File: src/rtl/noc_packet_injector.sv
// noc_packet_injector
// Lets an operator choose a payload and a target router with board switches
// and keys. It then injects one packet, or a repeating stream, into that
// router's local input over a valid/ack handshake. A stalled handshake is
// dropped after a timeout and reported through a sticky error flag.
//
// Ports
//   clk            system clock
//   rst            synchronous active-high reset
//   sw_on          injection enable (asynchronous board switch)
//   sw_mode        0 = one-shot, 1 = continuous
//   sw_sel_data    keys edit the payload
//   sw_sel_router  keys edit the router index (has priority over sw_sel_data)
//   key_inc        increment key, active-high, asynchronous
//   key_dec        decrement key, active-high, asynchronous
//   ack            per-router accept, bit i from router i
//   out_flat       slot i = bits [i*PKT_W +: PKT_W]; MSB of each slot = valid
//   busy           high while sending or waiting between packets
//   err            sticky timeout flag, cleared when the next injection starts
//   hex_data_hi/lo     payload bits [7:4] / [3:0], active-low 7-segment a..g
//   hex_router_hi/lo   router index (zero-extended to 8 bits), 7-segment
module noc_packet_injector #(
    parameter int unsigned ROUTERS    = 25,
    parameter int unsigned ID_BITS    = 5,
    parameter int unsigned DATA_BITS  = 12,
    parameter int unsigned GAP_CYCLES = 1000,
    parameter int unsigned TIMEOUT    = 65535
) (
    input  logic                                 clk,
    input  logic                                 rst,
    input  logic                                 sw_on,
    input  logic                                 sw_mode,
    input  logic                                 sw_sel_data,
    input  logic                                 sw_sel_router,
    input  logic                                 key_inc,
    input  logic                                 key_dec,
    input  logic [ROUTERS-1:0]                   ack,
    output logic [ROUTERS*(DATA_BITS+1)-1:0]     out_flat,
    output logic                                 busy,
    output logic                                 err,
    output logic [6:0]                           hex_data_hi,
    output logic [6:0]                           hex_data_lo,
    output logic [6:0]                           hex_router_hi,
    output logic [6:0]                           hex_router_lo
);

    localparam int unsigned PKT_W   = DATA_BITS + 1;
    localparam int unsigned OUT_W   = ROUTERS * PKT_W;
    localparam int unsigned TMO_LOG = $clog2(TIMEOUT);
    localparam int unsigned GAP_LOG = $clog2(GAP_CYCLES);
    // One counter serves both the ack timeout and the inter-packet gap.
    localparam int unsigned CNT_W   = ((TMO_LOG > GAP_LOG) ? TMO_LOG : GAP_LOG) + 1;

    typedef enum logic [1:0] {
        S_IDLE = 2'd0,
        S_SEND = 2'd1,
        S_GAP  = 2'd2,
        S_DONE = 2'd3
    } state_t;

    // Active-low a..g (bit6 = a) pattern for one hex digit.
    function automatic logic [6:0] f_seg(input logic [3:0] d);
        logic [6:0] s;
        case (d)
            4'h0: s = 7'b0000001;
            4'h1: s = 7'b1001111;
            4'h2: s = 7'b0010010;
            4'h3: s = 7'b0000110;
            4'h4: s = 7'b1001100;
            4'h5: s = 7'b0100100;
            4'h6: s = 7'b0100000;
            4'h7: s = 7'b0001111;
            4'h8: s = 7'b0000000;
            4'h9: s = 7'b0000100;
            4'hA: s = 7'b0001000;
            4'hB: s = 7'b1100000;
            4'hC: s = 7'b0110001;
            4'hD: s = 7'b1000010;
            4'hE: s = 7'b0110000;
            default: s = 7'b0111000;
        endcase
        return s;
    endfunction

    // Synchroniser chains: [0],[1] are the 2-flop synchroniser, [2] the edge history.
    logic [2:0]           r_on_sh;
    logic [2:0]           r_inc_sh;
    logic [2:0]           r_dec_sh;

    logic [ID_BITS-1:0]   r_router;
    logic [DATA_BITS-1:0] r_data;
    logic [ID_BITS-1:0]   r_pkt_router;
    logic [DATA_BITS-1:0] r_pkt_data;
    logic [CNT_W-1:0]     r_cnt;
    logic [OUT_W-1:0]     r_out;
    logic                 r_busy;
    logic                 r_err;
    logic [6:0]           r_hex_data_hi;
    logic [6:0]           r_hex_data_lo;
    logic [6:0]           r_hex_router_hi;
    logic [6:0]           r_hex_router_lo;
    state_t               r_state;

    logic                 w_on_lvl;
    logic                 w_on_rise;
    logic                 w_inc_rise;
    logic                 w_dec_rise;
    logic                 w_inc;
    logic                 w_dec;
    logic                 w_ack_hit;
    logic                 w_timeout;
    logic                 w_gap_end;
    logic [ID_BITS-1:0]   w_router_nxt;
    logic [DATA_BITS-1:0] w_data_nxt;
    logic [ID_BITS-1:0]   w_pkt_router_nxt;
    logic [DATA_BITS-1:0] w_pkt_data_nxt;
    logic [CNT_W-1:0]     w_cnt_nxt;
    logic [OUT_W-1:0]     w_out_nxt;
    logic                 w_busy_nxt;
    logic                 w_err_nxt;
    logic [7:0]           w_data8;
    logic [7:0]           w_router8;
    state_t               w_state_nxt;

    // Input synchronisers
    always_ff @(posedge clk) begin
        if (rst) begin
            r_on_sh  <= '0;
            r_inc_sh <= '0;
            r_dec_sh <= '0;
        end else begin
            r_on_sh  <= {r_on_sh[1:0],  sw_on};
            r_inc_sh <= {r_inc_sh[1:0], key_inc};
            r_dec_sh <= {r_dec_sh[1:0], key_dec};
        end
    end

    assign w_on_lvl   = r_on_sh[1];
    assign w_on_rise  = r_on_sh[1]  & ~r_on_sh[2];
    assign w_inc_rise = r_inc_sh[1] & ~r_inc_sh[2];
    assign w_dec_rise = r_dec_sh[1] & ~r_dec_sh[2];
    // Simultaneous inc and dec cancel out.
    assign w_inc      = w_inc_rise & ~w_dec_rise;
    assign w_dec      = w_dec_rise & ~w_inc_rise;

    // Operator edit of router index / payload
    always_comb begin
        w_router_nxt = r_router;
        w_data_nxt   = r_data;
        if (sw_sel_router) begin
            if (w_inc) begin
                w_router_nxt = (r_router == ID_BITS'(ROUTERS - 1)) ? '0
                                                                   : r_router + ID_BITS'(1);
            end else if (w_dec) begin
                w_router_nxt = (r_router == '0) ? ID_BITS'(ROUTERS - 1)
                                                : r_router - ID_BITS'(1);
            end
        end else if (sw_sel_data) begin
            if (w_inc) begin
                w_data_nxt = r_data + DATA_BITS'(1);
            end else if (w_dec) begin
                w_data_nxt = r_data - DATA_BITS'(1);
            end
        end
    end

    always_ff @(posedge clk) begin
        if (rst) begin
            r_router <= '0;
            r_data   <= '0;
        end else begin
            r_router <= w_router_nxt;
            r_data   <= w_data_nxt;
        end
    end

    // Display registers follow the edit registers one cycle later.
    assign w_data8   = 8'(r_data);
    assign w_router8 = 8'(r_router);

    always_ff @(posedge clk) begin
        if (rst) begin
            r_hex_data_hi   <= 7'b0000001;
            r_hex_data_lo   <= 7'b0000001;
            r_hex_router_hi <= 7'b0000001;
            r_hex_router_lo <= 7'b0000001;
        end else begin
            r_hex_data_hi   <= f_seg(w_data8[7:4]);
            r_hex_data_lo   <= f_seg(w_data8[3:0]);
            r_hex_router_hi <= f_seg(w_router8[7:4]);
            r_hex_router_lo <= f_seg(w_router8[3:0]);
        end
    end

    // Ack from the targeted router only; other routers' acks are ignored.
    always_comb begin
        w_ack_hit = 1'b0;
        for (int i = 0; i < int'(ROUTERS); i++) begin
            if (r_pkt_router == ID_BITS'(i)) begin
                w_ack_hit = ack[i];
            end
        end
    end

    assign w_timeout = (r_cnt == CNT_W'(TIMEOUT - 1));
    assign w_gap_end = (r_cnt == CNT_W'(GAP_CYCLES - 1));

    // FSM state register
    always_ff @(posedge clk) begin
        if (rst) begin
            r_state <= S_IDLE;
        end else begin
            r_state <= w_state_nxt;
        end
    end

    // FSM next state; dropping sw_on aborts from any state
    always_comb begin
        w_state_nxt = r_state;
        if (!w_on_lvl) begin
            w_state_nxt = S_IDLE;
        end else begin
            case (r_state)
                S_IDLE: if (w_on_rise) w_state_nxt = S_SEND;
                S_SEND: begin
                    if (w_ack_hit) begin
                        w_state_nxt = sw_mode ? S_GAP : S_DONE;
                    end else if (w_timeout) begin
                        w_state_nxt = S_DONE;
                    end
                end
                S_GAP:  if (w_gap_end) w_state_nxt = S_SEND;
                S_DONE: w_state_nxt = S_DONE;
                default: w_state_nxt = S_IDLE;
            endcase
        end
    end

    // FSM outputs: next values of the registered outputs and packet latches.
    // The slot is driven from the next state so valid shows in the first SEND cycle.
    always_comb begin
        w_pkt_router_nxt = r_pkt_router;
        w_pkt_data_nxt   = r_pkt_data;
        w_cnt_nxt        = '0;
        w_err_nxt        = r_err;
        w_out_nxt        = '0;
        w_busy_nxt       = (w_state_nxt == S_SEND) || (w_state_nxt == S_GAP);

        if ((r_state != S_SEND) && (w_state_nxt == S_SEND)) begin
            w_pkt_router_nxt = r_router;
            w_pkt_data_nxt   = r_data;
        end

        if ((r_state == S_IDLE) && (w_state_nxt == S_SEND)) begin
            w_err_nxt = 1'b0;
        end

        if ((r_state == S_SEND) && !w_ack_hit && w_timeout && (w_state_nxt == S_DONE)) begin
            w_err_nxt = 1'b1;
        end

        if (((r_state == S_SEND) && (w_state_nxt == S_SEND)) ||
            ((r_state == S_GAP)  && (w_state_nxt == S_GAP))) begin
            w_cnt_nxt = r_cnt + CNT_W'(1);
        end

        if (w_state_nxt == S_SEND) begin
            for (int i = 0; i < int'(ROUTERS); i++) begin
                if (w_pkt_router_nxt == ID_BITS'(i)) begin
                    w_out_nxt[i*PKT_W +: PKT_W] = {1'b1, w_pkt_data_nxt};
                end
            end
        end
    end

    // Packet latches, counter and registered outputs
    always_ff @(posedge clk) begin
        if (rst) begin
            r_pkt_router <= '0;
            r_pkt_data   <= '0;
            r_cnt        <= '0;
            r_err        <= 1'b0;
            r_busy       <= 1'b0;
            r_out        <= '0;
        end else begin
            r_pkt_router <= w_pkt_router_nxt;
            r_pkt_data   <= w_pkt_data_nxt;
            r_cnt        <= w_cnt_nxt;
            r_err        <= w_err_nxt;
            r_busy       <= w_busy_nxt;
            r_out        <= w_out_nxt;
        end
    end

    assign out_flat      = r_out;
    assign busy          = r_busy;
    assign err           = r_err;
    assign hex_data_hi   = r_hex_data_hi;
    assign hex_data_lo   = r_hex_data_lo;
    assign hex_router_hi = r_hex_router_hi;
    assign hex_router_lo = r_hex_router_lo;

endmodule

File: config.mk
export PLATFORM = sky130hd
export DESIGN_NAME = noc_packet_injector
export DESIGN_NICKNAME = d
export VERILOG_FILES = /design/src/rtl/noc_packet_injector.sv
export SDC_FILE = /design/constraint.sdc
export NUM_CORES = 1
export LEC_CHECK = 0
export BUFFER_PORTS_ARGS = -buffer_cell sky130_fd_sc_hd__buf_4
export CORE_MARGIN = 3
export CORE_UTILIZATION = 35
export DETAILED_ROUTE_END_ITERATION = 8
export GPL_ROUTABILITY_DRIVEN = 0
export PLACE_DENSITY = 0.59
export SLEW_MARGIN = 20
export SYNTH_ARGS = -nofsm -noshare
export SYNTH_HDL_FRONTEND = slang
export SYNTH_SLANG_ARGS = --single-unit
File: constraint.sdc
create_clock -name clk -period 11.7 [get_ports clk]
set_input_delay 0.585 -clock clk [delete_from_list [all_inputs] [get_ports clk]]
set_output_delay 0.585 -clock clk [all_outputs]
set_load 0.02 [all_outputs]
-- Yosys cells after proc, flatten, opt, wreduce, memory -nomap -nowiden
Memory sizes are Yosys's and may differ from the RTL's. A register that Yosys moved wholly into a read port is not among the register bits.
Cells that the tools add are included.
- register bits after elaboration: 389
- ROM bits: 448
- input port bits: 33
- output and inout port bits: 355
- word-level logic and storage cells: 254
- memories: 4
- add/sub/neg operators: 5
- equality and inequality tests: 58
- multiplexer cells: 67
- bitwise gates (word level): 38
- reductions and logical operators: 45
- memory list (memory ; depth ; bits a word ; read ports ; clocked after memory_dff ; wr ports ; line ; source):
    (name not given) ; 16 ; 7 ; 1 ; 1 ; 0 ; 64 ; case (d)
    (name not given) ; 16 ; 7 ; 1 ; 1 ; 0 ; 64 ;
    (name not given) ; 16 ; 7 ; 1 ; 1 ; 0 ; 64 ;
    (name not given) ; 16 ; 7 ; 1 ; 1 ; 0 ; 64 ;
- operators with widths (cell ; count):
    $mux W13 ; 25
    $eq A5 B5 Y1 const B ; 19
    $eq A5 B4 Y1 const B ; 16
    $reduce_or A3 Y1 ; 25
    $eq A5 B3 Y1 const B ; 8
    $mux W12 ; 3
    $not A1 Y1 ; 33
    $mux W1 ; 28
    $mux W5 ; 5
    $eq A5 B2 Y1 const B ; 4
    $add A17 B1 Y17 const B ; 1
    $eq A17 B10 Y1 const B ; 1
    $eq A17 B16 Y1 const B ; 1
    $logic_not A5 Y1 ; 3
    $add A12 B1 Y12 const B ; 1
    $sub A12 B1 Y12 const B ; 1
    $eq A5 B1 Y1 const B ; 2
    $mux W2 ; 5
    $eq A2 B2 Y1 const B ; 4
    $pmux W2 S4 ; 1
    $logic_and A1 B1 Y1 ; 7
    $add A5 B1 Y5 const B ; 1
    $and A1 B1 Y1 ; 5
    $sub A5 B1 Y5 const B ; 1
    other kinds (9) ; 13

-- Logic depth before layout (Yosys ltp)
Gate-level depths: netlist of run 1.
- depth in word-level cells: 35
- mapped depth: 17
- mapped depth without buffers: 14

-- Worst setup path after synthesis of run 1
Ideal clock, no wire load.
- kind: register to register
- from: register r_cnt[11]
- to: register r_out[100] (netlist: out_flat[100])
- setup time: 0.066 ns
- arrival: 3.599 ns
- required time: 11.634 ns
- path slack: 8.035 ns
- cell stages (with the launch flop): 16
- buffers on the path: 2
- period minus slack after synthesis: 3.665 ns
- cell sequence: dfxtp_1 or4b_1 or4_1 and3b_1 a21oi_2 o21ai_2 a311oi_1 ha_1 inv_1 nor2_1 buf_2 mux2i_1 nor2b_1 nand2_1 clkbuf_1 nor2_1
- longest elaborated chain between the ends: 11
- RTL lines (what ; line ; source):
    from (decl) ; 94 ; logic [CNT_W-1:0] r_cnt;
    from (signal assigned) ; 288 ; r_cnt <= w_cnt_nxt;
    $eq A17 B16 Y1 ; 205 ; assign w_timeout = (r_cnt == CNT_W'(TIMEOUT - 1));
    $mux W2 ; 228 ; end else if (w_timeout) begin
    $mux W2 ; 226 ; if (w_ack_hit) begin
    $pmux W2 S4 * ; 223 ; case (r_state)
    $mux W2 * ; 220 ; if (!w_on_lvl) begin
    net w_state_nxt[0] ; 123 ; state_t w_state_nxt;
    $eq A2 B1 Y1 * ; 249, 267 ;
    $logic_and A1 B1 Y1 ; 249 ; if ((r_state != S_SEND) && (w_state_nxt == S_SEND)) begin
    $mux W5 ; 249 ;
    $eq A5 B3 Y1 ; 269 ; if (w_pkt_router_nxt == ID_BITS'(i)) begin
    $not A1 Y1 (no source line) ; - ;
    $reduce_or A3 Y1 (no source line) ; - ;
    to (signal assigned) ; 291 ; r_out <= w_out_nxt;
    to (decl) ; 95 ; logic [OUT_W-1:0] r_out;
The timed path passes the listed nets; every way through them passes the cells marked *.
A chain may end at the register's enable or synchronous reset.

-- Final worst setup path of run 1
- from: register r_pkt_router[0]
- to: register r_out[284] (netlist: out_flat[284])
- longest elaborated chain between the ends: 35
- RTL lines (what ; line ; source):
    from (decl) ; 92 ; logic [ID_BITS-1:0] r_pkt_router;
    from (signal assigned) ; 286 ; r_pkt_router <= w_pkt_router_nxt;
    $logic_not A5 Y1 ; 199 ; if (r_pkt_router == ID_BITS'(i)) begin
    $mux W1 (25 in series) ; 199 ;
    $mux W2 ; 226 ;
    $pmux W2 S4 ; 223 ;
    $mux W2 ; 220 ;
    $eq A2 B1 Y1 ; 249, 267 ;
    $logic_and A1 B1 Y1 ; 249 ;
    $mux W5 ; 249 ;
    $eq A5 B5 Y1 ; 269 ;
    $not A1 Y1 (no source line) ; - ;
    $reduce_or A3 Y1 (no source line) ; - ;
Parallel ways exist; a longest one is shown, timed or not.

==> results of run 1 <==
-- kinds of logic (layout without fill, tap and decap cells) --
| logic type | Yosys count | in the layout | share of synthesized area, % |
|---|---|---|---|
| adder cells (fa/ha/maj) | 35 | 35 | 3.43 |
| AND/OR/NAND/NOR | 566 | 566 | 18.3 |
| multiplexers | 26 | 26 | 2.17 |
| flip-flops | 411 | 411 | 63.3 |
| other | 2 | 3 | 0.0578 |
| AO/OA/AOI/OAI | 129 | 129 | 6.64 |
| buffers and inverters | 139 | 516 | 4.44 |
| XOR/XNOR | 25 | 25 | 1.69 |
-- Yosys cell counts, drive strengths merged, types with 7 or more instances --
| cell | number | share of area [%] |
|---|---|---|
| inv | 48 | 1.4 |
| dfxtp | 411 | 63 |
| nand2b | 9 | 0.43 |
| nor2 | 386 | 11 |
| xnor2 | 14 | 0.94 |
| a211oi | 12 | 0.69 |
| a311oi | 8 | 0.54 |
| mux2 | 7 | 0.61 |
| nor2b | 28 | 1.3 |
| buf | 36 | 1.5 |
| nand2 | 82 | 2.4 |
| ha | 34 | 3.3 |
| a21oi | 43 | 1.8 |
| mux2i | 18 | 1.4 |
| nand3 | 18 | 0.69 |
| nor3 | 11 | 0.42 |
| clkbuf | 54 | 1.6 |
| xor2 | 11 | 0.74 |
| o21ai | 26 | 1.0 |
-- routing by layer --
layer  track usage (%)  wire length, um
met2              33.6            19400
met1              24.9            17300
met5                 0                0
met3              4.67             2770
met4              5.10              870
-- registers in the layout, summed over array words and instances (netlist names) --
register,cells
hex_router_lo,7
r_pkt_data,12
out_flat,325
r_cnt,17
hex_data_hi,7
r_on_sh,3
r_data,12
busy,1
r_router,5
r_inc_sh,3
err,1
hex_data_lo,7
hex_router_hi,1
r_state,2
r_pkt_router,5
r_dec_sh,3
-- per-stage QoR --
stage	instance area, um^2	total power (uW)	setup slack, ns	std cells	utilization, %
final	17700	2870	6.59	2172	48.9
after global placement	16200	1540	6.82	2098	45.0
after global routing	17700	2970	6.18	2172	48.9
after floorplan	13000	1510	8.04	1334	-
after CTS	17700	2910	6.52	2172	48.9
after detailed placement	16200	1550	6.57	2098	45.0
-- layout make-up --
type | instances | area (um^2) | share of cell area [%]
clock inverters | 17 | 224 | 1.27
inverters | 49 | 184 | 1.04
repair buffers | 393 | 2950 | 16.7
multi-input cells | 784 | 4300 | 24.4
clock buffers | 57 | 1190 | 6.73
flip-flops and latches | 411 | 8230 | 46.6
well taps | 461 | 577 | 3.27
-- how the worst max path moves through the flow --
stage / slack (ns) / to / depth (start not counted) / from
2_1_floorplan: 8.04 / out_flat[100] / 15 / r_cnt[11]
3_3_place_gp: 6.82 / out_flat[284] / 11 / r_pkt_router[0]
3_5_place_dp: 6.57 / out_flat[284] / 11 / r_pkt_router[0]
4_1_cts: 6.52 / out_flat[284] / 11 / r_pkt_router[0]
5_1_grt: 6.18 / out_flat[304] / 11 / r_pkt_router[0]
6_report: 6.59 / out_flat[284] / 11 / r_pkt_router[0]
-- power breakdown --
| part | switching (uW) | internal [uW] |
|---|---|---|
| registers | 10.5 | 1410 |
| logic | 56.7 | 40.7 |
| clock network | 551 | 806 |
-- worst max-delay path, stage by stage, from the launching register on --
cell and delay (ns):
dfxtp_1 0.72, mux4_2 0.58, nor2_1 0.11, a211oi_1 0.06, nor3_1 0.26, nor4b_2 0.14, o311ai_0 0.46, ha_1 0.34
nand2b_2 0.54, o21ai_1 0.86, nand3_1 0.64, nor2_1 0.29
==> summary.md, run 1 <==
| Metric | Value |
|---|---|
| Outcome | finished, final reports clean |
| Worst hold path depth | 2 |
| Mapped Area | 13000 um^2 |
| Hold EP | r_dec_sh[0] |
| Nets | 1750 |
| Commonest non-fill, non-tap cell in the layout | dfxtp_1 |
| IO Count | between 300 and 400 |
| CTS sink cnt | between 400 and 500 |
| Filler instances | around 3400 |
| TritonCTS clock tree | built |
| R2r endpoint | out_flat[284] |
| DIE AREA | 39500 um^2 |
| Lkg Pwr | between 0.007 and 0.008 uW |
| Drt initial violations | about 460 |
| FF+latch count, synth | approximately 410 |
| PD cells | approximately 160 nW/um^2 |
| Syn_area_per_cell | 9.75 um^2 |
| Global-route wire length before repair | just under 60000 um |
| Gr usage total | 19.6% |
| RSZ-0062 raised after global routing | no |
| Distinct cell type count after synthesis | 67 |
| Crit. End Element | flip-flop |
| Slew Viols, Final | 0 |
| Most used DFF post-synth | dfxtp_1 |
| Initial antenna violation count | 0 |
| Die Y | 199 um |
| F_max | approximately 200 MHz |
| Yosys warns | 0 |
| Arrival @ worst endpoint | between 5 and 6 ns |
| Mapped Cells | roughly 1300 |
| Htree depth | 2 |
| Post-synth ARST share | 0% |
| CTS Root Cell | clkbuf_16 |
| Peak VDD IR | between 0.1 and 0.15 mV |
| Slew @ Worst Pin | approximately 1.1 ns |
| Largest net degree at the start of global routing | 67 |
| Via/cell ratio | approximately 4.6 |
| Slew HR | 26.3% |
| # Post-CTS Setup Buffers | 0 |
| CORE AREA | approximately 36000 um^2 |
| Post-route DRC | 0 |
| Setup-failing EPs final | 0 |
| Layout cells sized above 1 | 28.5% |
| Hold path startpoint | key_dec |
| Initial core utilization | 36.0% |
| FP Rows | approximately 70 |
| Fin Setup TNS | 0 ns |
| Total gr overflow | 0 |
| Startpoint type of the worst setup path | flip-flop |
| R2r worst-path depth | 11 |
| 1st-pass router iterations | 5 |
| Highest net fanout along the worst path | 26 |
| Number of global-route vias before repair | between 9000 and 10000 |
| TritonCTS Buffers | 43 |
| Period utilization | a little over two fifths |
| Clock transition at the registers of the reported paths | approximately 0.06 ns |
| Reg2reg setup slack | between 6 and 7 ns |
| Post-DP HPWL | between 20000 and 30000 um |
| Skew final | approximately 0.025 ns |
| Most frequent cells in the layout | dfxtp_1, buf_4, nor2_1 |
| Total number of vias | between 10000 and 15000 |
| Skew-Pair Late Insertion Delay | ~0.56 ns |
| Crit Reg-Reg Startpoint | r_pkt_router[0] |
| Width of the die | 199 um |
| Routed WL | approximately 40000 um |
| Final Hold Viols | 0 |
| Crit path kind | flip-flop to flip-flop |
| IO buf count | 384 |
| Area grow syn2layout | 35.9% |
| Max-cap violations | 0 |
| Required time of the worst setup path | roughly 12 ns |
| # resized after CTS | 0 |
| Final ANT Viol Nets | 0 |
| Max clock buf depth | 3 |
| # diodes | 0 |
| Worst hold path type | input pin to flip-flop |
| Crit path time final | between 5 and 6 ns |
| Register area share after synthesis | between 60% and 70% |
| Hold slack | ~0.24 ns |
| EDFF count, synth | 0 |
| Routed WL per cell | 18.6 um |
| Cts-stage hold buffer count | 0 |
Note: power is estimated with default switching activity, not from simulation.
==> run 2, diff against run 1 <==
--- a/config.mk
+++ b/config.mk
@@ -5,6 +5,7 @@
 export SDC_FILE = /design/constraint.sdc
 export NUM_CORES = 1
 export LEC_CHECK = 0
+export ABC_AREA = 1
 export BUFFER_PORTS_ARGS = -buffer_cell sky130_fd_sc_hd__buf_4
 export CORE_MARGIN = 3
 export CORE_UTILIZATION = 35
==> constraint.sdc (replaced) <==
create_clock -name clk -period 4.8 [get_ports clk]
set_input_delay 0.24 -clock clk [delete_from_list [all_inputs] [get_ports clk]]
set_output_delay 0.24 -clock clk [all_outputs]
set_load 0.02 [all_outputs]
==> run 2 against run 1 <==
Net effect: routed wire length shrank 0.45%; hold slack lost 0.11 ns; highest routed layer unchanged; critical path type unchanged; first-iteration DRC count grew 8.1%; clock skew shrank 0.0025 ns.
==> summary.md, run 2 <==
| Metric | Value |
|---|---|
| Via/cell ratio | ~4.6 |
| Post-synth ARST share | 0% |
| Worst hold path depth | 6 |
| Worst hold path type | input pin to flip-flop |
| Width of the die | 199 um |
| EDFF count, synth | 0 |
| FF+latch count, synth | just over 400 |
| Synth top cells by count | nor2_1, dfxtp_1, inv_1 |
| TritonCTS Buffers | 43 |
| Area grow syn2layout | 36.6% |
| Crit. End Element | flip-flop |
| Outcome | finished, final reports clean |
| Number of global-route vias before repair | 10300 |
| 1st-pass router iterations | 5 |
| Syn_area_per_cell | approximately 9 um^2 |
| F_max | approximately 240 MHz |
| Mapped Area | roughly 13000 um^2 |
| Global-route wire length before repair | around 59000 um |
| Number of flip-flops in the largest register | 325 |
| Peak VDD IR | slightly below 0.3 mV |
| Lkg Pwr | between 0.007 and 0.008 uW |
| Hold slack | roughly 0.13 ns |
| IO buf count | 384 |
| Reg2reg setup slack | approximately 0.68 ns |
| Post-DP HPWL | between 20000 and 30000 um |
| R2r worst-path depth | 27 |
| Routed WL per cell | 17.5 um |
| Largest net degree at the start of global routing | 61 |
| Register area share after synthesis | between 60 and 70% |
| Distinct cell type count after synthesis | 47 |
| Slowest cell on crit path | dfxtp_1 |
| Crit path kind | flip-flop to flip-flop |
| Most used DFF post-synth | dfxtp_1 |
| Worst path bufs/invs | 6 |
| Final Hold Viols | 0 |
| Total gr overflow | 0 |
| Max-cap violations | 0 |
| Synth area leader | dfxtp_1 |
| Post-route DRC | 0 |
| Highest net fanout along the worst path | 16 |
| CTS sink cnt | 411 |
| Skew-Pair Late Insertion Delay | ~0.53 ns |
| Hold path startpoint | sw_mode |
| Required time of the worst setup path | between 5 and 6 ns |
| Critical Path Stages | 27 |
| RSZ-0062 raised after global routing | no |
| Layout cells sized above 1 | between 20% and 30% |
| Routed WL | 40200 um |
| FP Rows | around 70 |
| Clock transition at the registers of the reported paths | roughly 0.06 ns |
| Crit path time final | a little over 4 ns |
| Crit Reg-Reg Startpoint | r_pkt_router[4] |
| Nets | approximately 1900 |
| Yosys warns | 0 |
| Setup-failing EPs final | 0 |
| Die Y | roughly 200 um |
| Total number of vias | 10500 |
| CORE AREA | 36100 um^2 |
| Critical path's top delay family | simple AND/OR/NAND/NOR gates |
| TritonCTS clock tree | built |
| Hold EP | r_state[0] |
| Htree depth | 2 |
| Fin Setup TNS | 0 ns |
| Most frequent cells in the layout | nor2_1, dfxtp_1, buf_4 |
| Slowest cell delay on critical path | 0.62 ns |
| DIE AREA | around 39000 um^2 |
| CTS Root Cell | clkbuf_16 |
| Largest cells by area after synthesis | dfxtp_1, nor2_1, inv_1, ha_1, nand2_1 |
| Period utilization | a little under nine tenths |
| Initial antenna violation count | 0 |
| Most frequent cell after synthesis | nor2_1 |
| Gr usage total | approximately a fifth |
| Slew @ Worst Pin | just under 0.7 ns |
| Slew HR | 54.6% |
| Slew Viols, Final | 0 |
| # diodes | 0 |
| PD cells | ~400 nW/um^2 |
| Drt initial violations | between 400 and 500 |
| Mapped Cells | roughly 1400 |
| # Post-CTS Setup Buffers | 0 |
| Final ANT Viol Nets | 0 |
| IO Count | between 300 and 400 |
| R2r endpoint | out_flat[189] |
| Initial core utilization | between 30 and 40% |
| Commonest non-fill, non-tap cell in the layout | nor2_1 |
| Max clock buf depth | 3 |
| Top cell type's share of synthesized area | approximately 63% |
| Arrival @ worst endpoint | 4.57 ns |
| Startpoint type of the worst setup path | flip-flop |
| Skew final | approximately 0.022 ns |
## run 2: worst min-delay path, cell delays in order
cell     delay [ns]
buf_4          0.07
inv_1          0.04
nor2_1         0.09
nand2_1        0.07
nand2_2        0.08
nor2_2         0.03
## run 2: cell families (layout without fill, tap and decap cells)
family,after synthesis,count (layout),synth area share [%]
adder cells (fa/ha/maj),35,35,3.43
buffers and inverters,222,623,6.99
multiplexers,1,1,0.0771
other,2,3,0.0578
AO/OA/AOI/OAI,140,140,6.34
AND/OR/NAND/NOR,615,615,19.0
XOR/XNOR,11,11,0.742
flip-flops,411,411,63.4
## run 2: worst max path at each step
| stage | startpoint | slack (ns) | end |
|---|---|---|---|
| after CTS | r_pkt_router[4] | 0.64 | out_flat[189] |
| after floorplan | r_pkt_router[2] | 1.57 | out_flat[102] |
| after global routing | r_pkt_router[4] | 0.10 | out_flat[193] |
| after global placement | r_pkt_router[4] | 0.80 | out_flat[187] |
| after detailed placement | r_pkt_router[4] | 0.67 | out_flat[191] |
| final | r_pkt_router[4] | 0.68 | out_flat[189] |
## run 2: repair_timing
item / 4_1_cts / 5_1_grt
hold endpoints to repair: 3 / 0
hold buffers: 3 / 0
gates resized for setup: 0 / 0
## run 2: final cells by class
cell class	instances	area, um^2
Clock buffer	62	1230
Clock inverter	15	218
Fill cell	3384	18300
Inverter	146	548
Multi-Input combinational cell	805	3940
Sequential cell	411	8230
Tap cell	461	577
Timing Repair Buffer	400	3010
## run 2: metrics by stage
step                instance area [um^2]  std cells  total power (uW)  utilization, %  setup slack [ns]
floorplan                          13000       1438              3690               -              1.57
global placement                   16300       2220              3770            45.1             0.803
detailed placement                 16300       2220              3770            45.1             0.672
CTS                                17700       2300              7150            49.2             0.641
global route                       17700       2300              7330            49.2             0.104
finish                             17700       2300              7080            49.2             0.680
## run 2: routing by layer
layer / track usage [%] / part of all wire, % / routed length [um]
met5: 0 / 0 / 0
met2: 33.7 / 48 / 19400
met4: 6.64 / 3.3 / 1330
met3: 5.61 / 7.7 / 3110
met1: 23.1 / 41 / 16300
## run 2: report_power, final
part	total [uW]	internal [uW]	leakage, uW	switching (uW)
Clock	3380	2050	0.000696	1330
Sequential	3450	3430	0.00331	20.1
Combinational	247	92.0	0.00374	155
==> run 3, diff against run 2 <==
--- a/config.mk
+++ b/config.mk
@@ -7,6 +7,7 @@
 export LEC_CHECK = 0
 export ABC_AREA = 1
 export BUFFER_PORTS_ARGS = -buffer_cell sky130_fd_sc_hd__buf_4
+export CORE_ASPECT_RATIO = 1.4
 export CORE_MARGIN = 3
 export CORE_UTILIZATION = 35
 export DETAILED_ROUTE_END_ITERATION = 8
==> run 3 against run 2 <==
Net effect: clock skew rose by 0.0017 ns; die area about the same; hold slack improved by 0.0049 ns; via count up 1.0%; non-clock buffer count grew 1; global-route usage is 0.31 points lower; worst setup slack worse by 0.18 ns; power down 3.7%.
==> summary.md, run 3 (synthesis gave the netlist of run 2 again) <==
| Metric | Value |
|---|---|
| RSZ-0062 raised after global routing | no |
| # Post-CTS Setup Buffers | 0 |
| Post-DP HPWL | 28600 um |
| Period utilization | between 80% and 90% |
| Peak VDD IR | between 0.2 and 0.3 mV |
| TritonCTS clock tree | built |
| Clock transition at the registers of the reported paths | 0.06 ns |
| Fin Setup TNS | 0 ns |
| Total number of vias | between 10000 and 15000 |
| Area grow syn2layout | 36.0% |
| Worst hold path type | input pin to flip-flop |
| Crit path kind | flip-flop to flip-flop |
| Post-route DRC | 0 |
| Slew HR | between 50% and 60% |
| Max-cap violations | 0 |
| CORE AREA | ~36000 um^2 |
| Crit. End Element | flip-flop |
| Max clock buf depth | 3 |
| Most frequent cells in the layout | nor2_1, dfxtp_1, buf_4 |
| Seq pwr share | 50.7% |
| Commonest non-fill, non-tap cell in the layout | nor2_1 |
| Skew final | 0.0238 ns |
| Slowest cell on crit path | dfxtp_1 |
| Largest net degree at the start of global routing | 61 |
| Die Y | approximately 230 um |
| Internal power | 5330 uW |
| Global-route wire length before repair | approximately 59000 um |
| Grt peak-use layer | met2 |
| Routed WL per cell | approximately 17 um |
| Final ANT Viol Nets | 0 |
| Setup-failing EPs final | 0 |
| Clock Power Share | 45.7% |
| Highest net fanout along the worst path | 16 |
| Drt initial violations | roughly 600 |
| Combinational share of power | 3.7% |
| Routed WL | around 40000 um |
| CTS sink cnt | around 410 |
| Width of the die | roughly 170 um |
| Arrival @ worst endpoint | 4.77 ns |
| Layout cells sized above 1 | a little over a quarter |
| IO Count | around 390 |
| DIE AREA | around 40000 um^2 |
| Lkg Pwr | ~0.0077 uW |
| Slowest cell delay on critical path | 0.62 ns |
| Initial core utilization | about 36% |
| Required time of the worst setup path | 5.27 ns |
| PD cells | between 300 and 400 nW/um^2 |
| Skew-Pair Late Insertion Delay | around 0.54 ns |
| Routing usage on met1 | roughly 22% |
| Pre-CTS setup slack | between 0.5 and 0.6 ns |
| Startpoint type of the worst setup path | flip-flop |
| Htree depth | 2 |
| Initial antenna violation count | 0 |
| Number of flip-flops in the largest register | roughly 330 |
| 1st-pass router iterations | 5 |
| Met2 Use GR | between 30 and 40% |
| Slew Viols, Final | 0 |
| TritonCTS Buffers | slightly above 40 |
| Total gr overflow | 0 |
| Reg2reg setup slack | about 0.5 ns |
| CTS Root Cell | clkbuf_16 |
| # diodes | 0 |
| Nets | around 1900 |
| Slew @ Worst Pin | approximately 0.67 ns |
| Outcome | finished, final reports clean |
| GR Util met3 | slightly above 4% |
| Final WS setup | between 0.4 and 0.5 ns |
| P_sw | about 1500 uW |
| F_max | 232 MHz |
| Crit path time final | 4.30 ns |
| Number of global-route vias before repair | 10300 |
| FP Rows | ~80 |
| Final Hold Viols | 0 |
| Gr usage total | between 10% and 20% |
| Via/cell ratio | between 4 and 5 |
| Switching share of power | between 20% and 30% |
| IO buf count | 384 |
run 3: what timing repair did:
action	4_1_cts	5_1_grt
hold buffers	3	0
setup endpoints to repair	0	3
gates resized for setup	0	1
hold endpoints to repair	3	0
run 3: worst max-delay path, delay by kind of cell (launching register included):
kind,cells,cell delay (ns)
AO/OA/AOI/OAI,1,0.34
adder cells (fa/ha/maj),1,0.28
buffers and inverters,4,0.71
flip-flops,1,0.62
AND/OR/NAND/NOR,19,2.27
run 3: power by group through the flow:
stage	registers (uW)	logic, uW	clock network [uW]
2_1_floorplan	3530	158	0
3_3_place_gp	3530	245	0
3_5_place_dp	3530	247	0
4_1_cts	3450	250	3190
5_1_grt	3450	282	3310
6_report	3450	249	3110
run 3: stage by stage:
stage | utilization, % | cell area, um^2 | std cells | hold WS, ns | total power, uW
6_report | 48.8 | 17700 | 2294 | 0.139 | 6810
5_1_grt | 48.8 | 17700 | 2294 | 0.171 | 7050
4_1_cts | 48.8 | 17700 | 2294 | 0.113 | 6890
3_5_place_dp | 45.1 | 16300 | 2222 | 0.393 | 3780
3_3_place_gp | 45.1 | 16300 | 2222 | 0.391 | 3770
2_1_floorplan | - | 13000 | 1438 | 0.347 | 3690
run 3: final timing paths:
path                                 startpoint             to  cells past startpoint
worst max-delay path            r_pkt_router[4]  out_flat[150]                     25
worst min-delay path                    sw_mode     r_state[0]                      6
worst max register to register  r_pkt_router[4]  out_flat[150]                     25
worst min register to register       r_on_sh[0]     r_on_sh[1]                      2
run 3: layer usage:
layer  share of wire (%)  wire (um)
met5                   0          0
met4                 3.6       1420
met3                 7.4       2950
met2                  50      19800
met1                  39      15600
run 3: cell type report:
class / instances / area [um^2]
Fill cell: 3404 / 18600
Clock inverter: 12 / 153
Tap cell: 462 / 578
Clock buffer: 57 / 1160
Timing Repair Buffer: 401 / 3080
Multi-Input combinational cell: 805 / 3920
Inverter: 146 / 548
Sequential cell: 411 / 8230
